[config.mk]
export PLATFORM = sky130hd
export DESIGN_NAME = distortion_scale_ctrl
export DESIGN_NICKNAME = d
export VERILOG_FILES = /design/src/rtl/distortion_scale_ctrl.sv
export SDC_FILE = /design/constraint.sdc
export NUM_CORES = 1
export LEC_CHECK = 0
export CAP_MARGIN = 15
export CORE_ASPECT_RATIO = 1.75
export CORE_MARGIN = 8
export CORE_UTILIZATION = 64
export CTS_BUF_LIST = sky130_fd_sc_hd__clkbuf_16
export DETAILED_ROUTE_END_ITERATION = 7
export GPL_TIMING_DRIVEN = 0
export HOLD_SLACK_MARGIN = 0.12
export MAX_ROUTING_LAYER = met4
export PLACE_DENSITY = 0.87
export SETUP_SLACK_MARGIN = 0.05
export SYNTH_ARGS = -nofsm -noshare
export SYNTH_HDL_FRONTEND = slang
export SYNTH_SLANG_ARGS = --single-unit
[constraint.sdc]
create_clock -name clk -period 6.97 [get_ports clk]
set_clock_uncertainty 0.1 [all_clocks]
set_input_delay 1.7425 -clock clk [delete_from_list [all_inputs] [get_ports clk]]
set_output_delay 1.7425 -clock clk [all_outputs]
set_load 0.005 [all_outputs]
[src/rtl/distortion_scale_ctrl.sv]
// Per-point coordinate scaler: x*Xn/Xd then y*Yn/Yd on one shared restoring divider,
// plus the frame-synchronous distortion_mode that selects the upstream factor switch.
module distortion_scale_ctrl #(
  parameter int CW = 11,
  parameter int FW = 7
) (
  input  logic          clk,
  input  logic          reset,
  input  logic          frame_start,
  input  logic          mode_req,
  output logic          distortion_mode,
  input  logic [FW-1:0] Xnumer,
  input  logic [FW-1:0] Xdenom,
  input  logic [FW-1:0] Ynumer,
  input  logic [FW-1:0] Ydenom,
  input  logic          in_valid,
  output logic          in_ready,
  input  logic [CW-1:0] x_in,
  input  logic [CW-1:0] y_in,
  output logic          out_valid,
  input  logic          out_ready,
  output logic [CW-1:0] x_out,
  output logic [CW-1:0] y_out,
  output logic          busy,
  output logic          div0_err
);
  localparam int N    = CW + FW;
  localparam int CNTW = $clog2(N);

  typedef enum logic [1:0] {IDLE, DIVX, DIVY, OUT} state_t;
  state_t state_q, state_d;

  logic [CW-1:0]   y_q, y_d, xo_q, xo_d, yo_q, yo_d;
  logic [FW-1:0]   yn_q, yn_d, yd_q, yd_d, div_q, div_d, rem_q, rem_d;
  logic [N-1:0]    quo_q, quo_d;
  logic [CNTW-1:0] cnt_q, cnt_d;
  logic            mode_q, mode_d, pend_q, pend_d, pval_q, pval_d, err_q, err_d;

  logic [FW:0]     rem_sh, diff;
  logic            ge, err_set, last;
  logic [N-1:0]    quo_nx;
  logic [FW-1:0]   rem_nx;
  logic [CW-1:0]   res;

  // quo_q holds the not-yet-consumed dividend bits and shifts quotient bits in from the right
  always_comb begin
    rem_sh = {rem_q, quo_q[N-1]};
    diff   = rem_sh - {1'b0, div_q};
    ge     = rem_sh >= {1'b0, div_q};
    quo_nx = {quo_q[N-2:0], ge};
    rem_nx = ge ? diff[FW-1:0] : rem_sh[FW-1:0];
    res    = (div_q == '0 || |quo_nx[N-1:CW]) ? '1 : quo_nx[CW-1:0];
    last   = cnt_q == CNTW'(N-1);
  end

  always_comb begin
    state_d = state_q;
    y_d     = y_q;
    yn_d    = yn_q;
    yd_d    = yd_q;
    div_d   = div_q;
    rem_d   = rem_q;
    quo_d   = quo_q;
    cnt_d   = cnt_q;
    xo_d    = xo_q;
    yo_d    = yo_q;
    mode_d  = mode_q;
    pend_d  = pend_q;
    pval_d  = pval_q;
    err_set = 1'b0;
    unique case (state_q)
      IDLE: if (in_valid) begin
        state_d = DIVX;
        y_d     = y_in;
        yn_d    = Ynumer;
        yd_d    = Ydenom;
        div_d   = Xdenom;
        rem_d   = '0;
        quo_d   = N'(x_in) * N'(Xnumer);
        cnt_d   = '0;
      end
      DIVX, DIVY: begin
        rem_d = rem_nx;
        quo_d = quo_nx;
        cnt_d = cnt_q + CNTW'(1);
        if (last) begin
          cnt_d   = '0;
          err_set = div_q == '0;
          if (state_q == DIVX) begin
            xo_d    = res;
            state_d = DIVY;
            div_d   = yd_q;
            rem_d   = '0;
            quo_d   = N'(y_q) * N'(yn_q);
          end else begin
            yo_d    = res;
            state_d = OUT;
          end
        end
      end
      OUT: if (out_ready) state_d = IDLE;
      default: state_d = IDLE;
    endcase
    // Mode may only move on entry to (or while sitting in) IDLE; otherwise it is parked.
    if (frame_start) begin
      if (state_q == IDLE && !in_valid) begin
        mode_d = mode_req;
        pend_d = 1'b0;
      end else begin
        pend_d = 1'b1;
        pval_d = mode_req;
      end
    end
    if (state_q == OUT && out_ready) begin
      if (frame_start)  mode_d = mode_req;
      else if (pend_q)  mode_d = pval_q;
      pend_d = 1'b0;
    end
    err_d = (err_q & ~frame_start) | err_set;
  end

  always_ff @(posedge clk or posedge reset) begin
    if (reset) begin
      state_q <= IDLE;
      y_q     <= '0;
      yn_q    <= '0;
      yd_q    <= '0;
      div_q   <= '0;
      rem_q   <= '0;
      quo_q   <= '0;
      cnt_q   <= '0;
      xo_q    <= '0;
      yo_q    <= '0;
      mode_q  <= 1'b0;
      pend_q  <= 1'b0;
      pval_q  <= 1'b0;
      err_q   <= 1'b0;
    end else begin
      state_q <= state_d;
      y_q     <= y_d;
      yn_q    <= yn_d;
      yd_q    <= yd_d;
      div_q   <= div_d;
      rem_q   <= rem_d;
      quo_q   <= quo_d;
      cnt_q   <= cnt_d;
      xo_q    <= xo_d;
      yo_q    <= yo_d;
      mode_q  <= mode_d;
      pend_q  <= pend_d;
      pval_q  <= pval_d;
      err_q   <= err_d;
    end
  end

  assign in_ready        = state_q == IDLE;
  assign out_valid       = state_q == OUT;
  assign busy            = state_q != IDLE;
  assign x_out           = xo_q;
  assign y_out           = yo_q;
  assign distortion_mode = mode_q;
  assign div0_err        = err_q;
endmodule

==> results of run 1 <==
layout make-up:
class	instances	area share
buffer	36	0.0133
clock buffer	9	0.0214
clock inverter	7	0.00726
inverter	139	0.0499
multi-input combinational	748	0.592
sequential	90	0.214
tap	180	0.0214
timing repair buffer	83	0.0807
tightest hold or removal path, cell delays in order (launching register included):
cell and delay [ps]:
dfrtp_1 350, nand2_1 40, o21ai_0 60
placed cells by master (no fill, tap or decap), drive strengths merged, types with 14 or more instances in the layout:
cell             n
inv            145
nand2          142
dfrtp           90
fa              89
ha              84
clkdlybuf4s50   82
and2            76
o21ai           73
a21oi           51
nor2            46
clkbuf          40
mux2            26
xnor2           21
a22oi           14
kinds of logic after synthesis:
kind of cell,after synthesis,synth area share
AND/OR/NAND/NOR,301,0.155
flip-flops,90,0.247
buffers and inverters,175,0.0721
XOR/XNOR,29,0.0278
multiplexers,32,0.0387
AO/OA/AOI/OAI,213,0.149
adder cells (fa/ha/maj),173,0.310
flip-flops by register name, indices dropped and copies added, names as in the netlist:
signal	cells
quo_q	18
x_out	11
y_out	11
y_q	11
div_q	7
rem_q	7
yd_q	7
yn_q	7
cnt_q	5
state_q	2
distortion_mode	1
div0_err	1
pend_q	1
pval_q	1
layer usage:
| layer | GRT usage | vias to the layer above | wire (um) |
|---|---|---|---|
| li1 | - | 3534 | - |
| met1 | 0.253 | 3741 | 7660 |
| met2 | 0.460 | 260 | 12300 |
| met3 | 0.0330 | 71 | 1110 |
| met4 | 0.148 | 0 | 943 |
| met5 | - | - | 0 |
worst max path at each step:
| stage | start | cells past startpoint | endpoint |
|---|---|---|---|
| after floorplan | Xnumer[1] | 16 | quo_q[16] |
| after global placement | Xnumer[2] | 17 | quo_q[16] |
| after detailed placement | Xnumer[4] | 16 | quo_q[17] |
| after CTS | Xnumer[2] | 17 | quo_q[16] |
| after global routing | Xnumer[3] | 17 | quo_q[16] |
| final | Xnumer[5] | 16 | quo_q[16] |
stage by stage:
step / TNS, ps / setup WS (ps) / util / cell area [um^2]
3_5_place_dp: -327 / -96.9 / 0.721 / 10200
5_1_grt: 0 / 106 / 0.743 / 10500
3_3_place_gp: -120 / -57.6 / 0.719 / 10200
2_1_floorplan: 0 / 887 / - / 9130
4_1_cts: 0 / 267 / 0.742 / 10500
6_report: 0 / 309 / 0.743 / 10500
==> flow_summary_export.csv, run 1 <==
group,metric,value,unit
status,outcome,"finished, final reports clean",
worst_setup_path,max_stage_delay,550,ps
yosys,synth_edf_count,0,
timing,slew_violations,0,
worst_setup_path,crit_type,"in2reg",
drt,first_pass_iters,5,
floorplan,core_area,14200,um^2
hold_path,min_from,"x_out[0]",
yosys,synth_area_per_cell,9.01,um^2
yosys,synth.area.top_cells,"dfrtp_1 25%, fa_1 20%, ha_1 12%",
yosys,netlist_instances,1013,
clock_tree,clk_pin_slew_worst_paths,70,ps
timing,final-hold-violation-count,0,
floorplan,start_util,0.645,
worst_setup_path,reg2regPathDepth,17,
yosys,yosysMostFrequentCell,"nand2_1",
yosys,synth_top_cells_by_count,"142 x nand2_1, 139 x inv_1, 90 x dfrtp_1",
global_routing,grt_remaining_overflow,0,
worst_setup_path,crit_slowest_cell,"fa_1",
timing,post-route-period-util,0.956,
clock_tree,clk_latency,340,ps
timing,holdWs,379,ps
hold_path,hold_depth,2,
finish,fin_cells,1292,
worst_setup_path,startpoint_type,"primary input",
timing,fmax,0.150,GHz
finish,multi_input_area,6220,um^2
global_routing,grt_pass1_vias,8253,
worst_setup_path,reg2reg_slack,1690,ps
clock_tree,postCtsSetupBuffers,0,
worst_setup_path,crit_family,"adder cells",
clock_tree,numCtsBuffers,9,
clock_tree,hold_buffers,0,
yosys,yosys.area.top_type_share,0.247,
worst_setup_path,arrival,6770,ps
placed_design,dp_cells,1276,
floorplan,pin_count,83,
yosys,ys_async_sr_fraction,1.00,
timing,max_slew_margin,0.476,
worst_setup_path,critPathMostFrequentCell,"fa_1",
finish,regArea,2250,um^2
hold_path,hold-path-endpoint,"x_out[0]",
run,max-cap-violations,0,
clock_tree,cts_tree,"built",
clock_tree,clockBufferDepth,2,
drt,routed_via_density,5.89,
yosys,ys_seq_elements,90,
worst_setup_path,timing.rr.end,"quo_q[11]",
floorplan,fp.dieW,106,um
drt,drt-initial-drc-count,405,
worst_setup_path,r2r-start,"yn_q[3]",
timing,max_slew.worst_pin.slew,782,ps
drt,dr_total_vias,7606,
worst_setup_path,crit_chain,"clkdlybuf4s50_1, clkbuf_1, nand2_1, fa_1, fa_1, fa_1, inv_1, fa_1, ha_1, a2111oi_4, o21a_1, o21ai_0, o31ai_1, o22ai_1, o21ai_0, o211ai_1",
drt,wl_per_cell,17.1,um
timing,setup_viol_count_final,0,
timing,finalWorstPathRequiredPeriod,6660,ps
floorplan,dieArea,18500,um^2
drt,ant_nets,0,
yosys,netlist_area,9130,um^2
drt,drt-total-wl,22.1,mm
yosys,yosys_warnings,0,
clock_tree,cts-resized-gates,0,
placed_design,portBuffers,82,
yosys,synth.distinct_cells,55,
yosys,synth_ff_type,"dfrtp_1",
global_routing,grt_first_pass_wirelength,37.4,mm
hold_path,hold_path.class,"reg2reg",
drt,route.detailed.drc,0,
clock_tree,root_buffer,"clkbuf_16",
floorplan,num_rows,58,
finish,final_nets,1336,
clock_tree,cts_sinks,90,
yosys,synth_area_leader_cell,"dfrtp_1",
placed_design,dp_hpwl,18.0,mm
finish,diodes,0,
yosys,synth_nets,1242,
placed_design,finalWeightedCongestion,0.942,
worst_setup_path,required,7080,ps
clock_tree,h-tree-depth,3,
yosys,synth_seq_area_share,0.247,
worst_setup_path,worstSetupEndpointType,"flop",
finish,area_growth,15.1,%
timing,rsz0062_at_grt,"false",
finish,drive_gt1_frac,0.0522,
floorplan,dieHeight,174,um
global_routing,track_usage,0.255,
worst_setup_path,cp_num_buf_inv,3,
finish,fillCellCount,987,
global_routing,antenna_found_initial,0,
global_routing,grt_start_max_net_pins,75,
worst_setup_path,path_max_fanout,10,
Power of run 1 is not shown: default switching activity piles up to over one toggle a cycle in this logic, so the estimate is an artifact.
==> run 2, diff against run 1 <==
ABC_AREA = 1   (was default)
CORE_UTILIZATION = 65   (was 64)
PLACE_DENSITY = 0.88   (was 0.87)
==> run 2 against run 1 <==
Effect of this change: critical path depth is 6 higher; register-to-register slack gained 370 ps; global-route usage rose by 2.7 points; flip-flop and latch count unchanged; core utilization is 0.95 points higher; non-clock buffer count is 8 higher; first-iteration DRC count up 36%; wire length grew 14%; largest cell class unchanged; worst hold slack improved by 5.2 ps; sequential share of layout area fell by 1.0 points; die area rose by 3.8%.
==> flow_summary_export.csv, run 2 <==
group,metric,value,unit
status,outcome,"finished, final reports clean",
placed_design,dp_hpwl,20.0,mm
worst_setup_path,crit_slowest_cell,"fa_1",
worst_setup_path,critPathMostFrequentCell,"nand2_1",
floorplan,core_area,14700,um^2
yosys,yosysMostFrequentCell,"nand2_1",
placed_design,placed_cell_area,10700,um^2
timing,max_slew.worst_pin.slew,790,ps
timing,post-route-period-util,0.901,
drt,first_pass_iters,5,
clock_tree,clk_latency,350,ps
clock_tree,root_buffer,"clkbuf_16",
global_routing,grt_first_pass_wirelength,42.2,mm
timing,setup_viol_count_final,0,
yosys,yosys.area.top_type_share,0.233,
timing,fmax,0.159,GHz
yosys,synth_area_leader_cell,"dfrtp_1",
finish,layout_common_cells,"388 x nand2_1, 292 x inv_1, 90 x dfrtp_1",
placed_design,finalWeightedCongestion,0.920,
clock_tree,clockBufferDepth,2,
clock_tree,numCtsBuffers,9,
yosys,netlist_area,9670,um^2
finish,largest_reg_flops,18,
worst_setup_path,arrival,6410,ps
yosys,yosys_warnings,0,
yosys,synth_edf_count,0,
worst_setup_path,crit_chain,"clkdlybuf4s50_1, clkbuf_1, nand2_1, fa_1, fa_1, inv_1, fa_1, inv_1, fa_1, inv_1, ha_1, nand2_1, nor2_1, nand2_1, nand2_1, nand2_1, nand2_1, nand2_1, nand3_1, nand2_1, nand2_1, nand2_1",
timing,slew_violations,0,
finish,diodes,0,
global_routing,antenna_found_initial,0,
global_routing,grt_remaining_overflow,0,
yosys,netlist_instances,1303,
placed_design,place_ws,401,ps
hold_path,min_from,"quo_q[11]",
yosys,ys_seq_elements,90,
worst_setup_path,crit_family,"adder cells",
yosys,ys_async_sr_fraction,1.00,
clock_tree,postCtsSetupBuffers,0,
yosys,synth_nets,1532,
placed_design,portBuffers,82,
clock_tree,h-tree-depth,3,
clock_tree,cts_sinks,90,
global_routing,grt_pass1_vias,9350,
worst_setup_path,required,7110,ps
worst_setup_path,r2r-start,"yn_q[5]",
yosys,synth_top_cells_by_count,"388 x nand2_1, 292 x inv_1, 90 x dfrtp_1",
clock_tree,cts-resized-gates,0,
worst_setup_path,path_max_fanout,10,
run,max-cap-violations,0,
yosys,synth_area_per_cell,7.42,um^2
floorplan,fp.dieW,108,um
global_routing,track_usage,0.281,
worst_setup_path,max_stage_delay,550,ps
worst_setup_path,cp-startpoint,"Xnumer[1]",
timing,rsz0062_at_grt,"false",
finish,drive_gt1_frac,0.0464,
floorplan,dieHeight,177,um
yosys,synth.area.top_cells,"dfrtp_1 23%, fa_1 18%, nand2_1 15%",
drt,drt-total-wl,25.2,mm
worst_setup_path,reg2reg_slack,2060,ps
drt,wl_per_cell,15.9,um
finish,final_area,11000,um^2
floorplan,pin_count,83,
yosys,synth.distinct_cells,38,
floorplan,num_rows,59,
yosys,synth_ff_type,"dfrtp_1",
drt,routed_via_density,5.58,
worst_setup_path,worstSetupEndpointType,"flop",
finish,utilization,0.752,
worst_setup_path,cp_num_buf_inv,5,
floorplan,start_util,0.658,
worst_setup_path,startpoint_type,"primary input",
drt,route.detailed.drc,0,
yosys,synth_seq_area_share,0.233,
drt,ant_nets,0,
global_routing,grt_start_max_net_pins,62,
timing,max_slew_margin,0.469,
floorplan,dieArea,19200,um^2
worst_setup_path,crit_type,"in2reg",
clock_tree,hold_buffers,0,
drt,drt-initial-drc-count,549,
clock_tree,cts_tree,"built",
finish,area_growth,14.3,%
timing,layout_setup_ws,692,ps
drt,dr_total_vias,8840,
clock_tree,clk_pin_slew_worst_paths,70,ps
timing,finalWorstPathRequiredPeriod,6280,ps
timing,final-hold-violation-count,0,
timing,fin_tns_setup,0,ps
finish,final_common_cell,"nand2_1",
finish,regMostFlops,"quo_q",
hold_path,hold_path.class,"reg2reg",
finish,final_nets,1626,
run 2: cell types whose count changed after synthesis, sizes merged, moves of 9 or more:
cell,change
a21o,-9
a22oi,-12
a31oi,+31
and2,-74
inv,+156
nand2,+248
nand3,+35
nor2,+21
o21ai,-43
xnor2,-19
run 2: logic make-up after synthesis:
logic type / share of synthesized area
and+or+nand+nor: 0.225
xor gates and xnor gates: 0.00906
AOI/OAI and AO/OA: 0.0760
adders and majority gates: 0.293
DFF: 0.233
muxes: 0.0303
buffers and inverters: 0.134
run 2: cell type report:
class	instances	area (um^2)
fillers	1055	3640
plain buffers	44	183
inverters	296	1110
well taps	183	229
clock inverters	7	77.6
clock buffers	9	225
multi-input cells	873	6120
repair buffers	83	848
flip-flops and latches	90	2250
run 2: path summary, 6_finish.rpt:
| check | endpoint | cells past startpoint |
|---|---|---|
| setup / recovery | quo_q[17] | 22 |
| hold / removal | quo_q[11] | 2 |
| setup reg to reg | quo_q[9] | 19 |
| hold reg to reg | quo_q[11] | 2 |
| max in group asynchronous | quo_q[15] | 3 |
| min in group asynchronous | div_q[6] | 2 |
run 2: routing by layer:
layer  GRT usage  up-vias  share of wire
li1            -     4167              -
met2       0.520      365           0.55
met1       0.263     4183           0.34
met5           -        -              0
met4       0.172        0          0.062
met3      0.0389      125          0.052
run 2: metrics by stage:
step / hold slack (ps) / std cells
floorplan: 349 / 1303
global placement: 364 / 1568
detailed placement: 365 / 1569
CTS: 384 / 1585
global route: 416 / 1585
finish: 384 / 1585
run 2: worst min-delay path, cell delays in order, from the launching register on:
cell,delay [ps]
dfrtp_1,350
nand2_1,60
nand2_1,50
Power of run 2 is left out for the same reason.
